[src/rtl/fetch_pkg.sv]
// Shared types for the fetch unit: FSM state encoding, queue entry layout, PC step.
// The fetch_entry_t field widths set the widths the queue can carry.
package fetch_pkg;

  localparam int FETCH_PC_W    = 32;
  localparam int FETCH_INSTR_W = 32;
  localparam int PC_STEP       = 4;

  typedef enum logic [1:0] {
    RUN   = 2'd0,
    HALT  = 2'd1,
    FAULT = 2'd2
  } fetch_state_t;

  typedef struct packed {
    logic [FETCH_PC_W-1:0]    pc;
    logic [FETCH_INSTR_W-1:0] instr;
  } fetch_entry_t;

endpackage

[src/rtl/fetch_fifo.sv]
// Two-entry FIFO of fetched {pc, instr} entries; supports push+pop on the same
// edge in every fill state, and a flush that drops all entries.
module fetch_fifo
  import fetch_pkg::*;
(
  input  logic         clk,
  input  logic         rst_n,
  input  logic         i_push,
  input  logic         i_pop,
  input  logic         i_flush,
  input  fetch_entry_t i_push_entry,
  output logic         o_full,
  output logic         o_empty,
  output fetch_entry_t o_head
);

  fetch_entry_t r_mem [0:1];
  logic         r_wr_ptr;
  logic         r_rd_ptr;
  logic [1:0]   r_count;

  logic w_pop;
  logic w_push;

  assign o_full  = (r_count == 2'd2);
  assign o_empty = (r_count == 2'd0);
  assign o_head  = r_mem[r_rd_ptr];

  // A push into a full queue is legal only when the head leaves on the same edge.
  assign w_pop  = i_pop && !o_empty;
  assign w_push = i_push && (!o_full || w_pop);

  // NOTE: the storage is reset as well, so the head output reads zero out of reset.
  always_ff @(posedge clk or negedge rst_n) begin
    if (!rst_n) begin
      r_mem[0] <= '0;
      r_mem[1] <= '0;
      r_wr_ptr <= 1'b0;
      r_rd_ptr <= 1'b0;
      r_count  <= 2'd0;
    end else if (i_flush) begin
      r_wr_ptr <= 1'b0;
      r_rd_ptr <= 1'b0;
      r_count  <= 2'd0;
    end else begin
      if (w_push) begin
        r_mem[r_wr_ptr] <= i_push_entry;
        r_wr_ptr        <= ~r_wr_ptr;
      end
      if (w_pop) begin
        r_rd_ptr <= ~r_rd_ptr;
      end
      case ({w_push, w_pop})
        2'b10:   r_count <= r_count + 2'd1;
        2'b01:   r_count <= r_count - 2'd1;
        default: r_count <= r_count;
      endcase
    end
  end

endmodule

[src/rtl/fetch_controller.sv]
// Instruction fetch sequencer: owns the PC, pushes fetched words into a 2-entry
// queue, applies redirects, halts at the end of the image. Option: FETCH_ALIGN_CHECK_EN.
module fetch_controller
  import fetch_pkg::*;
#(
  parameter int                      ADDRESS_WIDTH = FETCH_PC_W,
  parameter int                      DATA_WIDTH    = FETCH_INSTR_W,
  parameter int                      MEM_SIZE      = 256,
  parameter logic [ADDRESS_WIDTH-1:0] RESET_PC     = '0
) (
  input  logic                     clk,
  input  logic                     rst_n,
  output logic [ADDRESS_WIDTH-1:0] imem_addr,
  input  logic [DATA_WIDTH-1:0]    imem_instr,
  input  logic                     redirect_valid,
  input  logic [ADDRESS_WIDTH-1:0] redirect_pc,
  output logic                     out_valid,
  input  logic                     out_ready,
  output logic [DATA_WIDTH-1:0]    out_instr,
  output logic [ADDRESS_WIDTH-1:0] out_pc,
  output logic                     done
`ifdef FETCH_ALIGN_CHECK_EN
  ,
  output logic                     fault
`endif
);

  localparam logic [ADDRESS_WIDTH-1:0] MEM_LIMIT = ADDRESS_WIDTH'(MEM_SIZE * PC_STEP);
  localparam logic [ADDRESS_WIDTH-1:0] PC_INC    = ADDRESS_WIDTH'(PC_STEP);

  fetch_state_t             r_state;
  fetch_state_t             w_state_next;
  logic [ADDRESS_WIDTH-1:0] r_pc;
  logic [ADDRESS_WIDTH-1:0] w_pc_next;
  logic [ADDRESS_WIDTH-1:0] w_pc_inc;
  logic [ADDRESS_WIDTH-1:0] w_redirect_pc;
  logic                     w_misaligned;
  logic                     w_redirect_taken;
  logic                     w_fetch;
  logic                     w_pop;
  logic                     w_flush;
  logic                     w_full;
  logic                     w_empty;
  fetch_entry_t             w_push_entry;
  fetch_entry_t             w_head;

`ifdef FETCH_ALIGN_CHECK_EN
  assign w_misaligned  = (redirect_pc[1:0] != 2'b00);
  assign w_redirect_pc = redirect_pc;
`else
  assign w_misaligned  = 1'b0;
  assign w_redirect_pc = redirect_pc & ~ADDRESS_WIDTH'(3);
`endif

  assign w_pc_inc         = r_pc + PC_INC;
  assign w_pop            = out_valid && out_ready;
  assign w_redirect_taken = redirect_valid && (r_state != FAULT);
  // The fetch uses the queue slot freed by a same-edge pop when the queue is full.
  assign w_fetch          = (r_state == RUN) && !w_redirect_taken && (!w_full || w_pop);

  assign w_push_entry.pc    = r_pc;
  assign w_push_entry.instr = imem_instr;

  always_ff @(posedge clk or negedge rst_n) begin
    if (!rst_n) begin
      r_state <= RUN;
      r_pc    <= RESET_PC;
    end else begin
      r_state <= w_state_next;
      r_pc    <= w_pc_next;
    end
  end

  // NOTE: every output of this block gets a default first so no latch is inferred.
  always_comb begin
    w_state_next = r_state;
    w_pc_next    = r_pc;
    w_flush      = 1'b0;
    if (w_redirect_taken) begin
      w_flush = 1'b1;
      if (w_misaligned) begin
        w_state_next = FAULT;
      end else if (w_redirect_pc >= MEM_LIMIT) begin
        w_state_next = HALT;
      end else begin
        w_state_next = RUN;
        w_pc_next    = w_redirect_pc;
      end
    end else if (w_fetch) begin
      // The last word is fetched, but the PC stays on it once the image is exhausted.
      if (w_pc_inc >= MEM_LIMIT) begin
        w_state_next = HALT;
      end else begin
        w_pc_next = w_pc_inc;
      end
    end
  end

  fetch_fifo u_fifo (
    .clk          (clk),
    .rst_n        (rst_n),
    .i_push       (w_fetch),
    .i_pop        (w_pop),
    .i_flush      (w_flush),
    .i_push_entry (w_push_entry),
    .o_full       (w_full),
    .o_empty      (w_empty),
    .o_head       (w_head)
  );

  assign imem_addr = r_pc;
  assign out_valid = !w_empty;
  assign out_pc    = w_head.pc;
  assign out_instr = w_head.instr;
  assign done      = (r_state == HALT) && w_empty;

`ifdef FETCH_ALIGN_CHECK_EN
  assign fault = (r_state == FAULT);
`endif

endmodule
[config.mk]
export PLATFORM = sky130hd
export DESIGN_NAME = fetch_controller
export DESIGN_NICKNAME = d
export VERILOG_FILES = /design/src/rtl/fetch_pkg.sv /design/src/rtl/fetch_fifo.sv /design/src/rtl/fetch_controller.sv
export SDC_FILE = /design/constraint.sdc
export NUM_CORES = 1
export LEC_CHECK = 0
export CAP_MARGIN = 25
export CORE_MARGIN = 2
export CORE_UTILIZATION = 57
export CTS_BUF_LIST = sky130_fd_sc_hd__clkbuf_2
export CTS_CLUSTER_DIAMETER = 80
export DETAILED_ROUTE_END_ITERATION = 10
export PLACE_DENSITY = 0.89
export SLEW_MARGIN = 20
export SYNTH_ARGS = -nofsm -noshare
export SYNTH_HDL_FRONTEND = slang
export SYNTH_SLANG_ARGS = --single-unit
[constraint.sdc]
create_clock -name clk -period 4.45 [get_ports clk]
set_clock_uncertainty 0.1 [all_clocks]
set_input_delay 0.89 -clock clk [delete_from_list [all_inputs] [get_ports clk]]
set_output_delay 0.89 -clock clk [all_outputs]
set_load 0.005 [all_outputs]
# [Yosys cells after proc, flatten, opt, wreduce, memory -nomap -nowiden]
# Cells that the tools add are included.
[word_totals] reg_bits=166 input_bits=68 out_inout_bits=98 wordCells=73
[classes] n_addsub=3 n_lt_le_gt_ge=5 eq_ne=7 mux=21 n_bitwise=5 reduce_logical=23
[op_table] op="$mux W64" n=4
[op_table] op="$bwmux W128" n=1
[op_table] op="$mux W32" n=4
[op_table] op="$demux W64 S1" n=1
[op_table] op="$ge A32 B11 Y1 const B" n=2
[op_table] op="$add A32 B3 Y32 const B" n=1
[op_table] op="$logic_and A1 B1 Y1" n=8
[op_table] op="$mux W2" n=4
[op_table] op="$reduce_bool A2 Y1" n=4
[op_table] op="$mux W1" n=6
[op_table] op="$ne A2 B2 Y1 const B" n=3
[op_table] op="$eq A2 B1 Y1 const B" n=2
[op_table] op="$eq A2 B2 Y1 const B" n=2
[op_table] op="$ge A2 B2 Y1 const B" n=2
[op_table] op="$logic_not A2 Y1" n=2
[op_table] op="$not A1 Y2" n=2
[op_table] op="$pmux W2 S2" n=1
[op_table] op="$reduce_and A2 Y1" n=2
[op_table] op="$logic_not A1 Y1" n=3
[op_table] op="$not A1 Y1" n=3
[op_table] op="$reduce_and A3 Y1" n=1
[op_table] op="$reduce_bool A3 Y1" n=1
[op_table] op="$add A2 B1 Y2 const B" n=1
[op_table] op="$logic_or A1 B1 Y1" n=2
[op_table] op="2 further kinds" n=2

# [Logic depth before layout (Yosys ltp)]
# Gate-level depths: netlist of the first run.
[logic_depth] ltp_word=9 mapped_depth=11 ltp_nobuf=9

# [Hierarchy]
# A second synthesis of the first run with hierarchy kept.
[hier_totals] hier_cells=598 hier_area_um2=7962.6
[by_module_without_submodules] mod="fetch_fifo" instances=1 cells_each=365 area_per_inst_um2=5914.4 seq_area_each_um2=3303.2
[by_module_without_submodules] mod="fetch_controller" instances=1 cells_each=233 area_per_inst_um2=2048.2 seq_area_each_um2=775.7

# [Worst setup path before layout of the first run]
# Ideal clock, no wire load.
[synth_path] path_type="flip-flop to flip-flop" from="register r_pc[2], in the netlist imem_addr[2]" to="register r_pc[11], in the netlist imem_addr[11]" setup_time_ps=119 arrival_time_ps=2633 t_required_ps=4231 setup_slack_ps=1598 path_stages_with_launch=11 n_path_buf=1 synth_period_minus_slack_ps=2852 path_cell_list="dfrtp_1 > ha_1 > nand4_1 > nor4_4 > nand3_2 > or4b_1 > a22oi_2 > a41oi_2 > or2_4 > buf_6 > and2_1"
[synth_via] elab_chain_cells=4 word_cells_on_any_way=7 cone_classes="1 x add/sub; 1 x order compare; 1 x eq/ne; 3 x mux; 1 x reduce/logical"
[synth_lines] element="start: declaration" line_no="fetch_controller.sv:33" rtl="logic [ADDRESS_WIDTH-1:0] r_pc;"
[synth_lines] element="start signal: assignment" line_no="fetch_controller.sv:70" rtl="r_pc <= w_pc_next;"
[synth_lines] element="$add A32 B3 Y32 (*)" line_no="fetch_controller.sv:55" rtl="assign w_pc_inc = r_pc + PC_INC;"
[synth_lines] element="$ge A32 B11 Y1 / $mux W32 (equally long branches)" line_no="fetch_controller.sv:91" rtl="if (w_pc_inc >= MEM_LIMIT) begin"
[synth_lines] element="$ne A2 B2 Y1 (no line) / $mux W32 (equally long branches)"
[synth_lines] element="$reduce_and A3 Y1 (no line) / $mux W32 (equally long branches)"
# Every way passes the cells marked *; elsewhere a longest branch is shown, timed or not. The select of a mux whose other input is x is not followed.
# A chain may end at the register's enable or synchronous reset.

# [Worst setup path after layout of the first run]
[layout_path] from="register u_fifo.r_rd_ptr" to="output out_instr[19]"
[layout_via] elab_chain_cells=4
[layout_lines] element="start: declaration" line_no="fetch_fifo.sv:19" rtl="logic r_rd_ptr;"
[layout_lines] element="start signal: assignment" line_no="fetch_fifo.sv:51" rtl="r_rd_ptr <= ~r_rd_ptr;"
[layout_lines] element="$not A1 Y2 (not written as such)" line_no="fetch_fifo.sv:27" rtl="assign o_head = r_mem[r_rd_ptr];"
[layout_lines] element="$mux W64 (not written as such) (3 in series)" line_no="fetch_fifo.sv:27"
[layout_lines] element="end: declaration" line_no="fetch_controller.sv:19" rtl="output logic [DATA_WIDTH-1:0] out_instr,"
# No other way between the ends. The select of a mux whose other input is x is not followed.

==> flow_summary.json, run 1 <==
{
  "yosysWarnings": 0,
  "xor_xnor_fraction_of_synth_area_pct": 0.6926,
  "worst_ep_required_time_ns": 3.46,
  "fp.dieArea_mm2": 0.01425,
  "post_place_cells": 900,
  "tritoncts": "built",
  "coreArea_mm2": 0.01314,
  "initialDrtViolationCount": 247,
  "dr.pass1.iters": 4,
  "cts.path.max_buffers": 2,
  "multi_input_logic_area_mm2": 0.003395,
  "static_leakage_power_uw": 0.004099,
  "most-common-layout-cells": "mux2_2 (183), dfrtp_1 (158), clkdlybuf4s50_1 (158)",
  "timing.rr.end": "imem_addr[17]$_DFFE_PN0P_",
  "synth.yosys.seq_area_share_pct": 52.44,
  "cp-end-kind": "output port",
  "worstSetupStartpointType": "flop",
  "main_combinational_cell_family_by_area_after_synthesis": "multiplexers",
  "ff2ff_path_depth": 9,
  "grt_antenna_before_repair": 1,
  "finalCoreUtilization_pct": 72.66,
  "setup_repair_after_global_routing_missed_its_margin": "false",
  "routed_wirelength_um": 17090,
  "post_cts_resized": 0,
  "post_cts_hold_buffer_count": 0,
  "power.density_mw_per_mm2": 455.3,
  "fmax_mhz": 264.9,
  "routed_via_density": 5.758,
  "dominantRegCellSynth": "dfrtp_1",
  "cts-htree-levels": 4,
  "post_synth_fa_ha_maj_area_fraction_pct": 0.3298,
  "final_max_slew_viol_count": 0,
  "mappedNetlistArea_mm2": 0.007587,
  "clk_transition_reported_paths_ns": 0.21,
  "cts_post_setup_buffers_inserted": 0,
  "final-seq-area_mm2": 0.003980,
  "postSynthAreaPerCell_um2": 12.67,
  "timing_worst_slew_pin_value_ns": 0.9138,
  "layout.cells.most_common": "mux2_2",
  "status": "finished clean",
  "syn_to_final_growth_pct": 25.81,
  "synth_cell_types": 55,
  "maxcap_viol_count": 0,
  "number_of_global_route_vias_before_repair": 5642,
  "ys_seq_elements": 159,
  "cts_root_buffer": "clkbuf_2",
  "place.gp.congestion": 0.8805,
  "floorplan.io_pins": 166,
  "critical_path.reg2reg.startpoint": "imem_addr[3]$_DFFE_PN0P_",
  "num_rows": 42,
  "worstHoldPathType": "in2async",
  "final_nets": 813,
  "worstPathMaxFanout": 38,
  "ir_worst_vdd_mv": 0.3274,
  "post_synthesis_mux_area_share_pct": 27.56,
  "post_layout_nonfiller_instances": 932,
  "proportion_of_register_bits_with_asynchronous_set_or_reset_after_synthesis_pct": 100.0,
  "post_synth_and_or_nand_nor_area_fraction_pct": 11.44,
  "antenna_violating_nets_post_route": 0,
  "slack_of_the_worst_reg_to_reg_path_ns": 0.68,
  "setup_viol": 0,
  "routed-via-count": 5366,
  "gr-total-overflow": 0,
  "totalPowerFinal_uw": 4346,
  "clock_sinks": 159,
  "routedWlPerCell_um": 18.34,
  "synthesis.instances": 599,
  "place.detailed.hpwl_um": 11810,
  "grt_first_pass_wirelength_um": 28110,
  "grt_use_total_pct": 25.31,
  "cts_made_buffers": 17,
  "synth_enable_flop_cells": 0,
  "dp_worst_setup_slack_ns": 0.7963,
  "initial_utilization_pct": 57.75,
  "totalNegativeSetupSlack_ns": 0,
  "detail_route.drc_violations": 0,
  "final_hold_vio_count": 0,
  "critPathKind": "reg2out",
  "slew_limit_headroom_pct": 39.08,
  "synth-compound-area-share_pct": 4.387,
  "post_route_cells_drive_above_1_share_pct": 30.60,
  "largest_net_degree_at_the_start_of_global_routing": 96,
  "x_dimension_of_the_die_um": 119.4,
  "portBuffers": 159,
  "final.period_utilization_pct": 84.82,
  "clk-insertion-delay-late_ns": 0.76,
  "die_y_um": 119.4,
  "fillerInstances": 911,
  "finalCriticalPeriod_ns": 3.774,
  "arrival_ns": 2.78,
  "setup_ws_post_layout_ns": 0.6756
}
worst max-delay path, cell delays in order, from the launching register on:
cell and delay, ns:
dfrtp_2 0.84, buf_12 0.33, mux2_2 0.38, clkdlybuf4s50_1 0.47
per-layer routing:
metal | GRT usage (%) | part of all wire (%) | up-vias
li1 | - | - | 2461
met1 | 30.24 | 41 | 2703
met2 | 43.53 | 51 | 161
met3 | 6.178 | 4.4 | 41
met4 | 11.18 | 2.9 | 0
met5 | 0 | 0 | -
Yosys cell counts, types with 8 or more instances:
cell type	instances	share of area (%)
mux2_2	183	27
dfrtp_1	159	52
nand2_1	28	1.4
and2_1	26	2.1
clkbuf_1	24	1.2
nor2_1	17	0.84
nand4_1	15	1.2
nor4_1	12	0.99
o21ai_0	12	0.79
a21oi_1	8	0.53
nor3_1	8	0.53
cell type report:
type                       count  area share (%)
timing repair buffer         165           17.68
multi-input combinational    394           35.56
sequential                   159           41.70
clock buffer                  18          0.9438
inverter                       6          0.2359
antenna                        1         0.02622
clock inverter                13           1.547
tap                          176           2.307
cells by family after synthesis:
group	after synthesis
buf+inv	49
mux	186
fa+ha+maj	2
other cells	1
flops	159
xor+xnor	6
simple gates	149
compound gates	47
per-stage QoR:
step / area (um^2) / hold WS, ns
floorplan: 7599 / 0.3444
global placement: 9305 / 0.3564
detailed placement: 9305 / 0.3770
CTS: 9543 / 0.05543
global route: 9545 / 0.07667
finish: 9545 / 0.07149
power by group:
part	internal, uW	switching [uW]	total, uW
Sequential	1800	247	2050
Combinational	1010	498	1510
Clock	305	485	790
sequential cells by signal (all words and copies together) (netlist names):
register	cells
imem_addr	30
r_state	1
u_fifo.r_count	2
u_fifo.r_mem	124
u_fifo.r_rd_ptr	1
u_fifo.r_wr_ptr	1
worst max-delay path by stage:
stage | start | endpoint | slack, ns
3_3_place_gp | imem_addr[2]$_DFFE_PN0P_ | imem_addr[28]$_DFFE_PN0P_ | 0.95
6_report | u_fifo.r_rd_ptr$_DFFE_PN0P_ | out_instr[19] | 0.68
2_1_floorplan | imem_addr[2]$_DFFE_PN0P_ | imem_addr[11]$_DFFE_PN0P_ | 1.60
3_5_place_dp | imem_addr[2]$_DFFE_PN0P_ | imem_addr[14]$_DFFE_PN0P_ | 0.80
5_1_grt | imem_addr[3]$_DFFE_PN0P_ | imem_addr[20]$_DFFE_PN0P_ | 0.36
4_1_cts | u_fifo.r_rd_ptr$_DFFE_PN0P_ | out_pc[30] | 0.59
Note: power is estimated with default switching activity, not from simulation.
==> run 2, diff against run 1 <==
--- a/config.mk
+++ b/config.mk
@@ -7,11 +7,11 @@
 export LEC_CHECK = 0
 export CAP_MARGIN = 25
 export CORE_MARGIN = 2
-export CORE_UTILIZATION = 57
+export CORE_UTILIZATION = 53
 export CTS_BUF_LIST = sky130_fd_sc_hd__clkbuf_2
 export CTS_CLUSTER_DIAMETER = 80
 export DETAILED_ROUTE_END_ITERATION = 10
-export PLACE_DENSITY = 0.89
+export PLACE_DENSITY = 0.83
 export SLEW_MARGIN = 20
 export SYNTH_ARGS = -nofsm -noshare
 export SYNTH_HDL_FRONTEND = slang
==> constraint.sdc (replaced) <==
create_clock -name clk -period 3.63 [get_ports clk]
set_clock_uncertainty 0.1 [all_clocks]
set_input_delay 0.726 -clock clk [delete_from_list [all_inputs] [get_ports clk]]
set_output_delay 0.726 -clock clk [all_outputs]
set_load 0.005 [all_outputs]
==> flow_summary.json, run 2 (same netlist as run 1, synthesis figures left out) <==
{
  "status": "finished clean",
  "final_max_slew_viol_count": 0,
  "syn_to_final_growth_pct": 27.04,
  "routedWlPerCell_um": 18.57,
  "worstSetupStartpointType": "flop",
  "tritoncts": "built",
  "cellInternalPower_uw": 3802,
  "detail_route.drc_violations": 0,
  "maxcap_viol_count": 0,
  "share_clk_of_total_power_pct": 18.1,
  "share_of_power_burned_in_registers_pct": 46.3,
  "post_route_cells_drive_above_1_share_pct": 31.19,
  "worstHoldPathType": "reg2reg",
  "final.period_utilization_pct": 94.39,
  "cts.path.max_buffers": 2,
  "grt_use_total_pct": 23.83,
  "critPathKind": "reg2out",
  "num_rows": 43,
  "clk-insertion-delay-late_ns": 0.73,
  "gr-total-overflow": 0,
  "critical-path-slowest-cell": "dfrtp_2",
  "worstPathMaxFanout": 25,
  "timing_worst_slew_pin_value_ns": 0.7497,
  "registers.top_by_ff_count": "u_fifo.r_mem",
  "finalCriticalPeriod_ns": 3.426,
  "layout.cells.most_common": "mux2_2",
  "clk_transition_reported_paths_ns": 0.20,
  "arrival_ns": 2.60,
  "routed_via_density": 5.728,
  "power.density_mw_per_mm2": 557.0,
  "totalPowerFinal_uw": 5369,
  "place.gp.congestion": 0.8570,
  "x_dimension_of_the_die_um": 123.6,
  "totalNegativeSetupSlack_ns": 0,
  "fillerInstances": 1020,
  "initial_utilization_pct": 54.45,
  "dr.pass1.iters": 5,
  "number_of_global_route_vias_before_repair": 5590,
  "routed_wirelength_um": 17530,
  "die_y_um": 123.6,
  "cp_slowest_stage_delay_ns": 0.78,
  "fmax_mhz": 291.9,
  "cts-htree-levels": 4,
  "net-switching-power_uw": 1567,
  "routed-via-count": 5407,
  "final_hold_vio_count": 0,
  "antenna_violating_nets_post_route": 0,
  "floorplan.io_pins": 166,
  "largest_reg_flops": 124,
  "clock_sinks": 159,
  "most-common-layout-cells": "mux2_2 (183), dfrtp_1 (158), clkdlybuf4s50_1 (158)",
  "final_nets": 820,
  "cts_root_buffer": "clkbuf_2",
  "place.detailed.hpwl_um": 12160,
  "portBuffers": 159,
  "initialDrtViolationCount": 258,
  "grt_antenna_before_repair": 1,
  "ir_worst_vdd_mv": 0.4010,
  "fp.dieArea_mm2": 0.01529,
  "cts_made_buffers": 17,
  "largest_net_degree_at_the_start_of_global_routing": 80,
  "setup_viol": 0,
  "slew_limit_headroom_pct": 50.02,
  "post_cts_resized": 0,
  "pwr-share-comb_pct": 35.6,
  "coreArea_mm2": 0.01393,
  "worst_ep_required_time_ns": 2.80,
  "grt_first_pass_wirelength_um": 27860,
  "power_switching_share_pct": 29.19,
  "cts_post_setup_buffers_inserted": 0,
  "setup_repair_after_global_routing_missed_its_margin": "false",
  "cp-end-kind": "output port",
  "static_leakage_power_uw": 0.004128,
  "crit_chain": "buf_12 > mux2_2 > clkdlybuf4s50_1"
}
[run 2: cell count changes in the layout (fill, tap and decap cells not counted), sizes merged]
cell | previous run | this run
buf | 7 | 13
clkinv | 8 | 3
inv | 6 | 10
clkinvlp | 2 | 5
bufinv | 3 | 2
dlygate4sd3 | 0 | 1
[run 2: layout make-up]
type,instances,area [um^2],area share (%)
Clock inverter,14,156.4,1.623
Timing Repair Buffer,172,1768,18.34
Sequential cell,159,3980,41.29
Inverter,6,22.52,0.2336
Tap cell,180,225.2,2.336
Antenna cell,1,2.502,0.02596
Clock buffer,18,90.09,0.9346
Multi-Input combinational cell,394,3395,35.22
[run 2: worst paths after layout]
path	from	to	slack, ns	depth (start not counted)
max	u_fifo.r_rd_ptr$_DFFE_PN0P_	out_pc[30]	0.20	3
min	u_fifo.r_mem[44]$_DFFE_PN0P_	u_fifo.r_mem[44]$_DFFE_PN0P_	0.41	2
max reg2reg	imem_addr[5]$_DFFE_PN0P_	imem_addr[9]$_DFFE_PN0P_	0.48	9
min reg2reg	u_fifo.r_mem[44]$_DFFE_PN0P_	u_fifo.r_mem[44]$_DFFE_PN0P_	0.41	2
max in group asynchronous	rst_n	u_fifo.r_rd_ptr$_DFFE_PN0P_	2.13	3
min in group asynchronous	rst_n	u_fifo.r_mem[81]$_DFFE_PN0P_	0.47	2
[run 2: what timing repair did]
item	4_1_cts	5_1_grt
hold buffers	1	0
endpoints found under the setup margin	0	0
endpoints found under the hold margin	77	0
[run 2: critical path, delay by kind of cell, from the launching register on]
family	cells	cell delay, ns
buffers and inverters	2	0.75
DFF	1	0.78
muxes	1	0.35
[run 2: power groups by stage]
stage	Sequential, uW	Clock [uW]	Combinational [uW]
CTS	2490	1000	1940
global route	2560	1080	2060
finish	2490	972	1910
floorplan	2400	0	1050
detailed placement	2520	0	1920
global placement	2480	0	1850
[run 2: routing by layer]
metal | vias up | share of wire [%] | global-route usage [%] | wire, um
met2 | 179 | 51 | 40.38 | 9005
met3 | 27 | 5.5 | 5.861 | 967
met5 | - | 0 | 0 | 0
li1 | 2469 | - | - | -
met1 | 2732 | 41 | 29.63 | 7232
met4 | 0 | 1.9 | 8.807 | 329
[run 2: per-stage QoR]
stage / utilization (%) / hold WS [ns] / cell area [um^2] / cells / setup WS [ns]
2_1_floorplan: - / 0.3304 / 7599 / 602 / 0.7776
3_3_place_gp: 67.32 / 0.3569 / 9380 / 910 / 0.6238
3_5_place_dp: 67.32 / 0.3733 / 9380 / 910 / 0.5516
4_1_cts: 69.16 / 0.4153 / 9637 / 943 / 0.09586
5_1_grt: 69.17 / 0.3968 / 9639 / 944 / 0.02372
6_report: 69.17 / 0.4103 / 9639 / 944 / 0.2037
